==> config.mk <==
export PLATFORM = sky130hd
export DESIGN_NAME = fetch_queue
export DESIGN_NICKNAME = d
export VERILOG_FILES = /design/src/rtl/cpu_pkg.sv /design/src/rtl/fetch_queue_mem.sv /design/src/rtl/fetch_queue.sv
export SDC_FILE = /design/constraint.sdc
export NUM_CORES = 1
export LEC_CHECK = 0
export ABC_AREA = 1
export BUFFER_PORTS_ARGS = -buffer_cell sky130_fd_sc_hd__buf_2
export CORE_MARGIN = 1
export CORE_UTILIZATION = 50
export CTS_BUF_LIST = sky130_fd_sc_hd__clkbuf_2
export DETAILED_ROUTE_END_ITERATION = 12
export GPL_ROUTABILITY_DRIVEN = 0
export PLACE_DENSITY = 0.7
export SYNTH_ARGS = -nofsm -noshare
export SYNTH_HDL_FRONTEND = slang
export SYNTH_SLANG_ARGS = --single-unit
==> constraint.sdc <==
create_clock -name clk -period 3.6 [get_ports clk]
set_clock_uncertainty 0.05 [all_clocks]
set_input_delay 0.72 -clock clk [delete_from_list [all_inputs] [get_ports clk]]
set_output_delay 0.72 -clock clk [all_outputs]
set_load 0.02 [all_outputs]
==> src/rtl/cpu_pkg.sv <==
// Types and constants shared by the fetch, fetch-queue and decode stages.
package cpu_pkg;

  localparam int ADDR_W = 32;

  // Canonical no-op (addi x0, x0, 0) that decode issues for bubbles.
  localparam logic [ADDR_W-1:0] NOP_INSTR = 32'h0000_0013;

  typedef struct packed {
    logic [ADDR_W-1:0] pc;
    logic [ADDR_W-1:0] instr;
  } fetch_pkt_t;

  function automatic fetch_pkt_t make_pkt(input logic [ADDR_W-1:0] pc,
                                          input logic [ADDR_W-1:0] instr);
    fetch_pkt_t pkt;
    pkt.pc    = pc;
    pkt.instr = instr;
    return pkt;
  endfunction

endpackage

==> src/rtl/fetch_queue_mem.sv <==
// Entry storage for the fetch queue: one write port, one asynchronous read port,
// every entry cleared while nrst is low.
module fetch_queue_mem #(
  parameter int DEPTH = 4,
  parameter int W     = 64,
  parameter int AW    = $clog2(DEPTH)
) (
  input  logic          clk,
  input  logic          nrst,
  input  logic          we,
  input  logic [AW-1:0] waddr,
  input  logic [W-1:0]  wdata,
  input  logic [AW-1:0] raddr,
  output logic [W-1:0]  rdata
);

  logic [W-1:0] entry [DEPTH];

  // One register per entry so the asynchronous clear reaches every word.
  for (genvar gi = 0; gi < DEPTH; gi++) begin : g_entry
    logic [W-1:0] entry_reg;

    always_ff @(posedge clk or negedge nrst) begin
      if (!nrst) begin
        entry_reg <= '0;
      end else if (we && (waddr == AW'(gi))) begin
        entry_reg <= wdata;
      end
    end

    assign entry[gi] = entry_reg;
  end

  assign rdata = entry[raddr];

endmodule

==> src/rtl/fetch_queue.sv <==
// In-order {pc, instr} queue between fetch and decode with valid/ready on both
// sides, first-word fall-through output and a single-cycle flush.
module fetch_queue
  import cpu_pkg::*;
#(
  parameter int DEPTH  = 4,
  parameter int ADDR_W = cpu_pkg::ADDR_W
) (
  input  logic                       clk,
  input  logic                       nrst,
  input  logic                       in_valid,
  output logic                       in_ready,
  input  logic [ADDR_W-1:0]          in_pc,
  input  logic [ADDR_W-1:0]          in_instr,
  input  logic                       flush,
  output logic                       out_valid,
  input  logic                       out_ready,
  output logic [ADDR_W-1:0]          out_pc,
  output logic [ADDR_W-1:0]          out_instr,
  output logic [$clog2(DEPTH):0]     count
);

  localparam int PW = $clog2(DEPTH);
  localparam int CW = $clog2(DEPTH) + 1;
  localparam logic [CW-1:0] FULL = CW'(DEPTH);

  logic [PW-1:0] rd_ptr_reg, rd_ptr_next;
  logic [PW-1:0] wr_ptr_reg, wr_ptr_next;
  logic [CW-1:0] count_reg,  count_next;
  logic          push, pop;
  logic [2*ADDR_W-1:0] rdata;

  // No full-bypass: a pop in the same cycle does not open a slot for fetch.
  assign in_ready  = nrst && (count_reg != FULL);
  assign out_valid = (count_reg != '0);
  assign push      = in_valid && in_ready && !flush;
  assign pop       = out_valid && out_ready && !flush;

  always_comb begin
    rd_ptr_next = rd_ptr_reg;
    wr_ptr_next = wr_ptr_reg;
    count_next  = count_reg;
    if (flush) begin
      rd_ptr_next = '0;
      wr_ptr_next = '0;
      count_next  = '0;
    end else begin
      if (push) wr_ptr_next = wr_ptr_reg + 1'b1;
      if (pop)  rd_ptr_next = rd_ptr_reg + 1'b1;
      case ({push, pop})
        2'b10:   count_next = count_reg + 1'b1;
        2'b01:   count_next = count_reg - 1'b1;
        default: count_next = count_reg;
      endcase
    end
  end

  always_ff @(posedge clk or negedge nrst) begin
    if (!nrst) begin
      rd_ptr_reg <= '0;
      wr_ptr_reg <= '0;
      count_reg  <= '0;
    end else begin
      rd_ptr_reg <= rd_ptr_next;
      wr_ptr_reg <= wr_ptr_next;
      count_reg  <= count_next;
    end
  end

  // Head stays stable under backpressure: wr_ptr only equals rd_ptr when full,
  // and nothing is written while full.
  fetch_queue_mem #(
    .DEPTH (DEPTH),
    .W     (2*ADDR_W),
    .AW    (PW)
  ) u_mem (
    .clk   (clk),
    .nrst  (nrst),
    .we    (push),
    .waddr (wr_ptr_reg),
    .wdata ({in_pc, in_instr}),
    .raddr (rd_ptr_reg),
    .rdata (rdata)
  );

  assign {out_pc, out_instr} = rdata;
  assign count               = count_reg;

endmodule

==> results.json <==
{
  "r2r_start": "count[0]",
  "dieArea_um2": 25300,
  "cts_tree": "yes",
  "slew_viol_final": 0,
  "grt_pass1_vias": 10800,
  "syn_avg_cell_area_um2": 8.04,
  "rsz0062_at_grt": "false",
  "clock.fmax_mhz": 299,
  "ys_types": 20,
  "critical_path.endpoint_type": "primary output",
  "tightest_slew_ns": 0.985,
  "htreeDepth": 3,
  "drc": 0,
  "cp.arrival_ns": 2.57,
  "syn_inst": 1531,
  "die_w_um": 159,
  "cp_slowest_cell": "inv_2",
  "drtAntennaViolNets": 0,
  "final_layout_size_suffix_gt1_share_pct": 16.8,
  "p_leak_nw": 7.17,
  "rows": 57,
  "pwr-share-comb_pct": 26.1,
  "start_util_pct": 50.8,
  "grt_max_degree": 154,
  "start_kind": "register",
  "fin_tns_setup_ns": 0,
  "slew_headroom_pct": 34.3,
  "power.total_w": 0.00816,
  "p_int_w": 0.00516,
  "core_area_um2": 24200,
  "grtUsageTotal_pct": 28.1,
  "hold_viol": 0,
  "ir_drop_v": 0.000294,
  "routed_wl_um": 35100,
  "clk_path_buf_depth": 3,
  "boundaryPins": 138,
  "p_per_area_nw_per_um2": 600,
  "finalCritPeriodShare_pct": 92.8,
  "nets": 1722,
  "largest_reg_flops": 256,
  "crit_end": "out_instr[18]",
  "clk_pin_slew_ns": 0.10,
  "setup_violations": 0,
  "worst-path-max-fanout": 35,
  "crit_required_ns": 2.83,
  "max_stage_delay_ns": 0.47,
  "synth_area_um2": 12300,
  "grt_pass1_wl_um": 57000,
  "dp.final_hpwl_um": 18900,
  "die_h_um": 159,
  "avgRoutedWirePerCell_um": 17.4,
  "syn-num-nets": 1605,
  "area_delta_synth_final_pct": 10.6,
  "io_buffers": 137,
  "final_cell_mix": "526 x nand2_1, 261 x dfrtp_1, 210 x o21ai_1",
  "hold_class": "input pin to register",
  "r2r_end": "count[2]",
  "clock_latency_ns": 0.79,
  "period_minus_slack_ns": 3.34,
  "reg2reg_slack_ns": 1.22,
  "cts_resized": 0,
  "switching_share_pct": 36.7,
  "cts_root_buffer": "clkbuf_2",
  "drv_cap": 0,
  "antenna_found_initial": 6,
  "path_class": "register to primary output",
  "sequentialPowerShare_pct": 50.0,
  "cts_buffers": 72,
  "via_per_inst": 5.48,
  "r2r_cells": 13,
  "switchingPower_w": 0.00300,
  "clock_power_share_pct": 24.0,
  "vias": 11000,
  "outcome": "finished, final reports clean",
  "yosysSeqAreaShare_pct": 53.5,
  "cts_hold_buf": 1,
  "layout_commonest_cell": "nand2_1",
  "cp_cell_sequence": "inv_2, buf_12, o21ai_0, o22ai_1, buf_2",
  "cts_sinks": 263,
  "dr.pass1.iters": 7,
  "yosysWarnings": 0,
  "startpoint": "rd_ptr_reg[1]",
  "grt_overflow_total": 0,
  "postCtsSetupBuffers": 0,
  "drt_iter0_drc": 827,
  "ys_ff_latch": 263
}
==> routing by layer <==
layer | up-vias | track usage, % | wire, um
met3 | 65 | 5.85 | 2340
met1 | 5285 | 39.0 | 15800
met5 | - | 0 | 43
li1 | 5329 | - | -
met4 | 6 | 9.31 | 717
met2 | 354 | 44.2 | 16200
==> worst max-delay path: cells and delay by family, from the launching register on <==
kind	cells	cell delay (ns)
DFF	1	0.41
AOI/OAI and AO/OA	2	0.35
buffers and inverters	3	0.99
==> power groups by stage <==
stage	combinational [W]	sequential [W]	clock, W
2_1_floorplan	0.00146	0.00402	0
3_3_place_gp	0.00208	0.00409	0
3_5_place_dp	0.00214	0.00412	0
4_1_cts	0.00214	0.00407	0.00201
5_1_grt	0.00239	0.00417	0.00216
6_report	0.00213	0.00408	0.00195
==> final cells by class <==
class | count | area, um^2
sequential | 263 | 6590
multi-input combinational | 1132 | 5010
timing repair buffer | 165 | 983
inverter | 14 | 55.1
clock inverter | 12 | 46.3
antenna | 3 | 7.51
tap | 324 | 405
clock buffer | 102 | 510
fill | 2359 | 10600
==> metrics by stage <==
step / hold slack [ns] / setup slack (ns) / std cells / util (%) / area (um^2)
2_1_floorplan: 0.374 / 1.27 / 1531 / - / 12300
3_3_place_gp: 0.407 / 0.880 / 1897 / 53.8 / 13000
3_5_place_dp: 0.413 / 0.826 / 1897 / 53.8 / 13000
4_1_cts: 0.00664 / 0.198 / 2012 / 56.1 / 13600
5_1_grt: 0.000614 / 0.0262 / 2014 / 56.1 / 13600
6_report: 0.0660 / 0.260 / 2015 / 56.1 / 13600
==> synthesized netlist by cell type <==
cell type,instances,share of area [%]
a21oi_1,3,0.12
a21oi_2,1,0.071
buf_1,16,0.49
buf_2,27,1.1
buf_4,5,0.30
buf_6,20,1.8
clkbuf_1,54,1.6
dfrtp_1,263,53
fa_1,1,0.16
ha_1,4,0.41
inv_1,14,0.43
nand2_1,526,16
nand3_1,9,0.37
nand3_4,1,0.14
nor2_1,130,4.0
nor2_4,4,0.37
o21ai_0,178,7.2
o21ai_1,210,8.5
o22ai_1,64,3.3
xnor2_1,1,0.071
==> worst min path at each step <==
stage / startpoint / to / cells after the start
floorplan: nrst / count[0] / 0
global placement: u_mem.g_entry[1].entry_reg[36] / u_mem.g_entry[1].entry_reg[36] / 2
detailed placement: u_mem.g_entry[2].entry_reg[3] / u_mem.g_entry[2].entry_reg[3] / 2
CTS: in_pc[11] / u_mem.g_entry[3].entry_reg[43] / 3
global route: in_pc[8] / u_mem.g_entry[3].entry_reg[40] / 3
finish: in_pc[11] / u_mem.g_entry[3].entry_reg[43] / 3
==> logic make-up after synthesis <==
group	Yosys count	synth area share [%]
and+or+nand+nor	670	20.9
DFF	263	53.5
buffers and inverters	136	5.79
adders and majority gates	5	0.569
AOI/OAI and AO/OA	456	19.2
xor gates and xnor gates	1	0.0712
(Power assumes the default switching activity.)
